$ cat src/rtl/accum_summator.sv
// accum_summator
//   Accumulator that sits behind the board keys and switches. Two debounced
//   push-buttons trigger LOAD or ACCUMULATE (add/subtract) of the switch operand.
//   The block keeps a sticky overflow flag and a wrapping count of accepted
//   operations. The accumulator and the counter also drive active-low
//   7-segment buses.
//
// Ports
//   clk      system clock, rising edge
//   button0  asynchronous active-low reset
//   button1  LOAD key, active-low, asynchronous to clk
//   button2  ACCUMULATE key, active-low, asynchronous to clk
//   sub      0 = add, 1 = subtract (sampled with the ACCUMULATE event)
//   switch   operand (sampled in the event cycle)
//   acc      accumulator value
//   ovf      sticky overflow (cleared by LOAD or reset)
//   busy     high while the FSM is not IDLE
//   cnt      accepted-operation counter, wraps
//   hex_acc  segments of acc, digit i in [7i+6:7i]
//   hex_cnt  segments of cnt, same packing
//
// FSM states
//   state      | meaning
//   S_IDLE     | waiting for a key press event
//   S_EXEC     | one cycle: apply latched operation, bump counter
//   S_WAIT_REL | waiting for both debounced keys to be released

module accum_summator #(
    parameter int WIDTH      = 8,
    parameter int SIGNED     = 0,
    parameter int DEB_CYCLES = 50000,
    parameter int CNT_W      = 8
) (
    input  logic                   clk,
    input  logic                   button0,
    input  logic                   button1,
    input  logic                   button2,
    input  logic                   sub,
    input  logic [WIDTH-1:0]       switch,
    output logic [WIDTH-1:0]       acc,
    output logic                   ovf,
    output logic                   busy,
    output logic [CNT_W-1:0]       cnt,
    output logic [7*(WIDTH/4)-1:0] hex_acc,
    output logic [7*(CNT_W/4)-1:0] hex_cnt
);

    localparam int DEB_W = (DEB_CYCLES > 1) ? $clog2(DEB_CYCLES) : 1;
    localparam logic [DEB_W-1:0] DEB_TC = DEB_W'(DEB_CYCLES - 1);

    typedef enum logic [1:0] {S_IDLE, S_EXEC, S_WAIT_REL} state_t;
    typedef enum logic [1:0] {OP_LOAD, OP_ADD, OP_SUB} op_t;

    // ---------------------------------------------------------------
    // Key path: index 0 = LOAD (button1), index 1 = ACCUMULATE (button2)
    // ---------------------------------------------------------------
    logic [1:0]       w_key_raw;
    logic [1:0]       r_meta;
    logic [1:0]       r_sync;
    logic [1:0]       r_stable;
    logic [1:0]       r_press;
    logic [DEB_W-1:0] r_deb [2];

    assign w_key_raw = {button2, button1};

    // The press pulse is registered together with the stable-level flip.
    // It is therefore high exactly in the first cycle the stable level reads 0.
    always_ff @(posedge clk or negedge button0) begin
        if (!button0) begin
            r_meta   <= '1;
            r_sync   <= '1;
            r_stable <= '1;
            r_press  <= '0;
            for (int k = 0; k < 2; k++) begin
                r_deb[k] <= '0;
            end
        end else begin
            r_meta <= w_key_raw;
            r_sync <= r_meta;
            for (int k = 0; k < 2; k++) begin
                r_press[k] <= 1'b0;
                if (r_sync[k] == r_stable[k]) begin
                    r_deb[k] <= '0;
                end else if (r_deb[k] == DEB_TC) begin
                    r_deb[k]    <= '0;
                    r_stable[k] <= r_sync[k];
                    r_press[k]  <= ~r_sync[k];
                end else begin
                    r_deb[k] <= r_deb[k] + 1'b1;
                end
            end
        end
    end

    // ---------------------------------------------------------------
    // FSM
    // ---------------------------------------------------------------
    state_t r_state;
    state_t w_state_nxt;

    always_ff @(posedge clk or negedge button0) begin
        if (!button0) begin
            r_state <= S_IDLE;
        end else begin
            r_state <= w_state_nxt;
        end
    end

    always_comb begin
        w_state_nxt = r_state;
        case (r_state)
            S_IDLE:     if (|r_press) w_state_nxt = S_EXEC;
            S_EXEC:     w_state_nxt = S_WAIT_REL;
            S_WAIT_REL: if (&r_stable) w_state_nxt = S_IDLE;
            default:    w_state_nxt = S_IDLE;
        endcase
    end

    // ---------------------------------------------------------------
    // Datapath
    // ---------------------------------------------------------------
    op_t              r_op;
    logic [WIDTH-1:0] r_operand;
    logic [WIDTH-1:0] r_acc;
    logic             r_ovf;
    logic [CNT_W-1:0] r_cnt;

    logic [WIDTH:0]   w_sum;
    logic [WIDTH:0]   w_diff;
    logic             w_is_sub;
    logic [WIDTH-1:0] w_res;
    logic             w_v;

    always_comb begin
        w_sum    = {1'b0, r_acc} + {1'b0, r_operand};
        w_diff   = {1'b0, r_acc} - {1'b0, r_operand};
        w_is_sub = (r_op == OP_SUB);
        w_res    = w_is_sub ? w_diff[WIDTH-1:0] : w_sum[WIDTH-1:0];
    end

    generate
        if (SIGNED != 0) begin : g_ovf_signed
            // Add overflows when like-signed operands produce a result of the
            // other sign; subtract overflows when the operand signs differ and
            // the result sign moves away from acc.
            assign w_v = (w_is_sub ? (r_acc[WIDTH-1] != r_operand[WIDTH-1])
                                   : (r_acc[WIDTH-1] == r_operand[WIDTH-1]))
                         && (w_res[WIDTH-1] != r_acc[WIDTH-1]);
        end else begin : g_ovf_unsigned
            // Bit WIDTH of the extended difference is the borrow (operand > acc).
            assign w_v = w_is_sub ? w_diff[WIDTH] : w_sum[WIDTH];
        end
    endgenerate

    // LOAD has priority when both keys produce an event in the same cycle.
    always_ff @(posedge clk or negedge button0) begin
        if (!button0) begin
            r_op      <= OP_LOAD;
            r_operand <= '0;
            r_acc     <= '0;
            r_ovf     <= 1'b0;
            r_cnt     <= '0;
        end else begin
            if (r_state == S_IDLE) begin
                if (r_press[0]) begin
                    r_op      <= OP_LOAD;
                    r_operand <= switch;
                end else if (r_press[1]) begin
                    r_op      <= sub ? OP_SUB : OP_ADD;
                    r_operand <= switch;
                end
            end
            if (r_state == S_EXEC) begin
                if (r_op == OP_LOAD) begin
                    r_acc <= r_operand;
                    r_ovf <= 1'b0;
                end else begin
                    r_acc <= w_res;
                    r_ovf <= r_ovf | w_v;
                end
                r_cnt <= r_cnt + 1'b1;
            end
        end
    end

    assign acc  = r_acc;
    assign ovf  = r_ovf;
    assign cnt  = r_cnt;
    assign busy = (r_state != S_IDLE);

    // ---------------------------------------------------------------
    // 7-segment decode, active-low, bit order g..a
    // ---------------------------------------------------------------
    function automatic logic [6:0] seg7(input logic [3:0] nib);
        logic [6:0] s;
        case (nib)
            4'h0:    s = 7'b1000000;
            4'h1:    s = 7'b1111001;
            4'h2:    s = 7'b0100100;
            4'h3:    s = 7'b0110000;
            4'h4:    s = 7'b0011001;
            4'h5:    s = 7'b0010010;
            4'h6:    s = 7'b0000010;
            4'h7:    s = 7'b1111000;
            4'h8:    s = 7'b0000000;
            4'h9:    s = 7'b0010000;
            4'hA:    s = 7'b0001000;
            4'hB:    s = 7'b0000011;
            4'hC:    s = 7'b1000110;
            4'hD:    s = 7'b0100001;
            4'hE:    s = 7'b0000110;
            default: s = 7'b0001110;
        endcase
        return s;
    endfunction

    generate
        for (genvar gi = 0; gi < WIDTH / 4; gi++) begin : g_hex_acc
            assign hex_acc[7*gi +: 7] = seg7(r_acc[4*gi +: 4]);
        end
        for (genvar gc = 0; gc < CNT_W / 4; gc++) begin : g_hex_cnt
            assign hex_cnt[7*gc +: 7] = seg7(r_cnt[4*gc +: 4]);
        end
    endgenerate

endmodule

$ cat config.mk
export PLATFORM = sky130hd
export DESIGN_NAME = accum_summator
export DESIGN_NICKNAME = d
export VERILOG_FILES = /design/src/rtl/accum_summator.sv
export SDC_FILE = /design/constraint.sdc
export NUM_CORES = 1
export LEC_CHECK = 0
export BUFFER_PORTS_ARGS = -buffer_cell sky130_fd_sc_hd__buf_2
export CAP_MARGIN = 20
export CORE_ASPECT_RATIO = 2
export CORE_MARGIN = 8
export CORE_UTILIZATION = 40
export CTS_CLUSTER_SIZE = 8
export DETAILED_ROUTE_END_ITERATION = 12
export PLACE_DENSITY = 0.62
export SLEW_MARGIN = 20
export SYNTH_ARGS = -nofsm -noshare
export SYNTH_HDL_FRONTEND = slang
export SYNTH_SLANG_ARGS = --single-unit
$ cat constraint.sdc
create_clock -name clk -period 7.08 [get_ports clk]
set_input_delay 0.708 -clock clk [delete_from_list [all_inputs] [get_ports clk]]
set_output_delay 0.708 -clock clk [all_outputs]
set_load 0.01 [all_outputs]
======== After elaboration in Yosys (flattened, before gate mapping) ========
Memory sizes are Yosys's and may differ from the RTL's.
Cells that the tools add are included.
operators by class
  $add $sub $neg .......................... 5
  eq/ne operators ......................... 9
  multiplexer cells ....................... 20
  bitwise operators ....................... 5
  reductions and logical operators ........ 10
operators with widths
  operator                                                         count
  16-bit two-way mux                                               4
  16-bit by 1-bit adder with 16-bit output, second input constant  2
  16-bit == test, second input constant                            2
  8-bit two-way mux                                                4
  2-bit two-way mux                                                5
  2-bit AND reduction                                              5
  8-bit by 8-bit adder with 9-bit output                           1
  8-bit by 8-bit subtractor with 9-bit output                      1
  8-bit by 1-bit adder with 8-bit output, second input constant    1
  1-bit two-way mux                                                6
  2-bit case mux with 3 select lines                               1
  2-bit == test, second input constant                             2
  2-bit logical NOT                                                2
  2-bit inequality test, second input constant                     2
  1-bit NOT                                                        4
  2-bit nonzero test                                               2
  1-bit == test                                                    2
  2-bit by 1-bit == test with 1-bit output, second input constant  1
  2-bit OR reduction                                               1
  1-bit OR                                                         1
storage, ports and cells
  flip-flop bits (word level) ............. 69
  ROM bits ................................ 448
  output and inout port bits .............. 46
  memories ................................ 4
memories
  name              words  bits a word  read ports  clocked after memory_dff  write ports  line  text
  (name not given)  16     7            1           0                         0            196   case (nib)
  (name not given)  16     7            1           0                         0            196
  (name not given)  16     7            1           0                         0            196
  (name not given)  16     7            1           0                         0            196

======== Logic depth before layout (Yosys ltp) ========
  depth after elaboration ................. 4
  mapped depth ............................ 10
  gate-level depth less buffers ........... 10

======== Least setup slack after synthesis ========
Ideal clock, no wire load.
  path kind ............................... reg-to-reg
  from .................................... reg r_acc[0] (netlist: acc[0])
  to ...................................... reg r_ovf (netlist: ovf)
  data arrival time ....................... 2.218 ns
  slack ................................... 4.782 ns
  stages on the path, launching flop included .. 10
  path buffers ............................ 0
  clock period less this slack ............ 2.298 ns
  path through ............................ dfrtp_1 inv_1 ha_1 inv_1 fa_1 a21o_1 a21oi_2 o21ai_1 a2111oi_0 a2bb2oi_1
on the way
  longest elaborated chain between the ends .. 4
RTL lines
  item                                                                                                   line      text
  start, declared                                                                                        124       logic [WIDTH-1:0] r_acc;
  start signal, assigned                                                                                 175       r_acc <= r_operand;
  start signal, assigned                                                                                 178       r_acc <= w_res;
  8-bit by 8-bit adder with 9-bit output or 8-bit by 8-bit subtractor with 9-bit output (tied branches)  135, 136
  1-bit two-way mux *                                                                                    151       assign w_v = w_is_sub ? w_diff[WIDTH] : w_sum[WIDTH];
  1-bit OR *                                                                                             179       r_ovf <= r_ovf | w_v;
  1-bit two-way mux *                                                                                    174       if (r_op == OP_LOAD) begin
  end signal, assigned                                                                                   179
  end, declared                                                                                          125       logic r_ovf;
Every way passes the cells marked *; elsewhere a longest branch is shown, timed or not.
A chain may end at the register's enable or synchronous reset.

======== Final worst setup path ========
  from .................................... reg r_acc[1] (netlist: acc[1])
  to ...................................... out hex_acc[3]
on the way
  longest elaborated chain between the ends .. 1
RTL lines
  item               line  text
  memory 16 x 7 bit  --
  end, declared      44    output logic [7*(WIDTH/4)-1:0] hex_acc,
No other way between the ends.

==> impl_metrics.csv <==
group,metric,value,unit
status,outcome,"finished clean",
timing,fmax,0.3685,GHz
critical_path,cp_max_fo,9,
synth,synth.avg_cell_area,9.350,µm²
clocking,cts_tree,"yes",
global_routing,grt_max_degree,70,
synth,synth_top_family_by_area,"simple AND/OR/NAND/NOR gates",
clocking,clock_tree.root_cell,"clkbuf_16",
synth,syn_nets,548,
critical_path,worst-setup-path-type,"flop to primary output",
power,p_leak,2.494,nW
cells_and_area,syn_to_final_growth,15.10,%
die,initial_core_util,0.4068,
timing,rsz0062_at_grt,"false",
clocking,cts.repair.resized,0,
clocking,postCtsSetupBuffers,0,
clocking,clk_latency,0.33,ns
power,p_per_area,164.6,nW/µm²
synth,synth.most_common_cell,"dfrtp_1",
synth,synthCells,491,
clocking,clock_sinks,69,
synth,synth-edff-count,0,
synth,synth_compound_area_frac,0.1281,
timing,setup_viol,0,
synth,ys_types,58,
clocking,h-tree-depth,3,
cells_and_area,post-route-util,0.4682,
placed_design,gp_congestion,0.8440,
drt,wl_per_cell,14.71,µm
synth,synth_area,4591,µm²
cells_and_area,multi_input_area,2666,µm²
synth,netlist.top_cell.by_area,"dfrtp_1",
global_routing,grt_pass1_vias,3757,
drt,wl_met2,5631,µm
timing,finClkSkew,0.005715,ns
drt,first_pass_iters,4,
placed_design,port_buffers,58,
drt,met1_length,3820,µm
timing,drv_slew,0,
die,io-pin-count,59,
cells_and_area,fin_nets,600,
synth,synth-simple-area-share,0.1864,
placed_design,place_area,4981,µm²
timing,hold_viol_final,0,
synth,yosysSeqAreaShare,0.3778,
power,vdd_drop_max,0.0001366,V
timing,fin_ws,4.366,ns
synth,synthTopCellsByArea,"dfrtp_1, ha_1, nor2_1",
drt,num_vias,3653,
min_path,holdCritPathClass,"flop to flop",
drt,viasPerCell,5.294,
global_routing,antenna_found_initial,0,
drt,drc_errors,0,
clocking,clock_path_buffers,2,
clocking,clk_pin_slew_worst_paths,0.06,ns
synth,ys_ff_latch,69,
placed_design,place_ws,4.610,ns
cells_and_area,drive_above_1_share,0.1752,
global_routing,gr-total-overflow,0,
run,max-cap-violations,0,
synth,synthAdderAreaFrac,0.1232,
synth,ys.flop_type,"dfrtp_1",
global_routing,track_usage,0.1382,
cells_and_area,regArea,1734,µm²
timing,setup_tns,0,ns
cells_and_area,n_antenna_cell,0,
drt,wl,10150,µm
synth,async_flop_share,1.000,
die,chipHeight,167.5,µm
synth,muxShareOfSynthArea,0.06487,
timing,whs,0.3536,ns
synth,yosysWarnings,0,
synth,synth_xor_area_frac,0.07822,
critical_path,crit_path_end_kind,"primary output",
synth,synthDominantCellAreaShare,0.3434,
critical_path,cp.arrival,2.01,ns
clocking,cts_hold_buffers,0,
synth,synth_common_cells,"dfrtp_1, nor2_1, ha_1",
clocking,cts_buffers,9,
die,dieArea,15370,µm²
placed_design,hpwl,7708,µm
drt,maxUsedRoutingLayer,"met4",
die,placementRows,55,
critical_path,crit_required,6.37,ns
drt,drt-initial-drc-count,120,
timing,maxSlewHeadroom,0.4359,
timing,worst_pin_slew,0.8462,ns
cells_and_area,fillers,1116,
global_routing,grt_pass1_wl,17330,µm
cells_and_area,stdcell_area,5284,µm²
critical_path,worst_setup_path_start_kind,"flop",
drt,antenna_left,0,
min_path,hold_depth,0,
die,core,11290,µm²
critical_path,ff2ff_path_depth,9,
timing,finalCritPeriodShare,0.3833,
die,dieWidth,91.75,µm
timing,period_minus_slack,2.714,ns
drt,wl_met3,402,µm
-- routing by layer --
metal  vias up  track usage
li1       1806            -
met1      1755       0.1344
met2        72       0.2622
met3        20      0.03045
met4         0      0.06850
met5         -            0
-- through the flow --
step | cells | total power [mW]
after floorplan | 491 | 0.4153
after global placement | 674 | 0.4290
after detailed placement | 674 | 0.4293
after CTS | 690 | 0.8819
after global routing | 690 | 0.8986
final | 690 | 0.8697
-- cell families after synthesis --
family                     after synthesis
AOI/OAI and AO/OA                       91
xor gates and xnor gates                41
adders and majority gates               44
buffers and inverters                   45
DFF                                     69
muxes                                   24
and+or+nand+nor                        177
-- worst max-delay path: stages (launching register included) --
cell,delay (ns)
dfrtp_1,0.52
inv_1,0.20
ha_1,0.31
inv_1,0.05
mux4_2,0.44
buf_2,0.16
-- path summary, 6_finish.rpt --
path / end / startpoint / slack [ns]
max: hex_acc[3] / acc[1] / 4.37
min: r_sync[0] / r_meta[0] / 0.35
max reg2reg: ovf / acc[0] / 4.61
min reg2reg: r_sync[0] / r_meta[0] / 0.35
max in group asynchronous: cnt[2] / button0 / 5.97
min in group asynchronous: r_deb[20] / button0 / 0.56
-- where the power goes --
| part | internal [mW] | switching [mW] |
|---|---|---|
| Combinational | 0.00550 | 0.0132 |
| Sequential | 0.400 | 0.00319 |
| Clock | 0.283 | 0.166 |
| Total | 0.688 | 0.182 |
-- sequential cells by signal (all words and copies together), names as in the netlist --
| register | count |
|---|---|
| r_operand | 8 |
| ovf | 1 |
| cnt | 8 |
| r_deb | 32 |
| acc | 8 |
| r_state | 2 |
| r_meta | 2 |
| r_stable | 2 |
| r_op | 2 |
| r_sync | 2 |
| r_press | 2 |
-- cells in the final DEF, fill, tap and decap left out, types with 4 or more instances in the layout --
master,instances
dfrtp_1,63
nor2_1,62
buf_2,58
ha_1,42
nand2_1,40
inv_1,26
o21ai_0,25
xor2_1,25
a21oi_1,19
xnor2_1,16
mux2i_1,14
and3_1,12
nand3_1,11
nor3_1,9
clkbuf_16,9
nor2b_1,8
o21ai_1,8
nand4_1,7
a22o_1,6
dfstp_2,6
nand2b_1,5
mux4_2,4
o22ai_1,4
or3_1,4
mux2_2,4
a22oi_1,4
-- area by class of cell --
type	count	area share
flip-flops and latches	69	0.3282
well taps	142	0.03363
repair buffers	60	0.05778
inverters	26	0.01847
clock inverters	5	0.01137
clock buffers	11	0.04594
multi-input cells	377	0.5046
(Power assumes the default switching activity.)
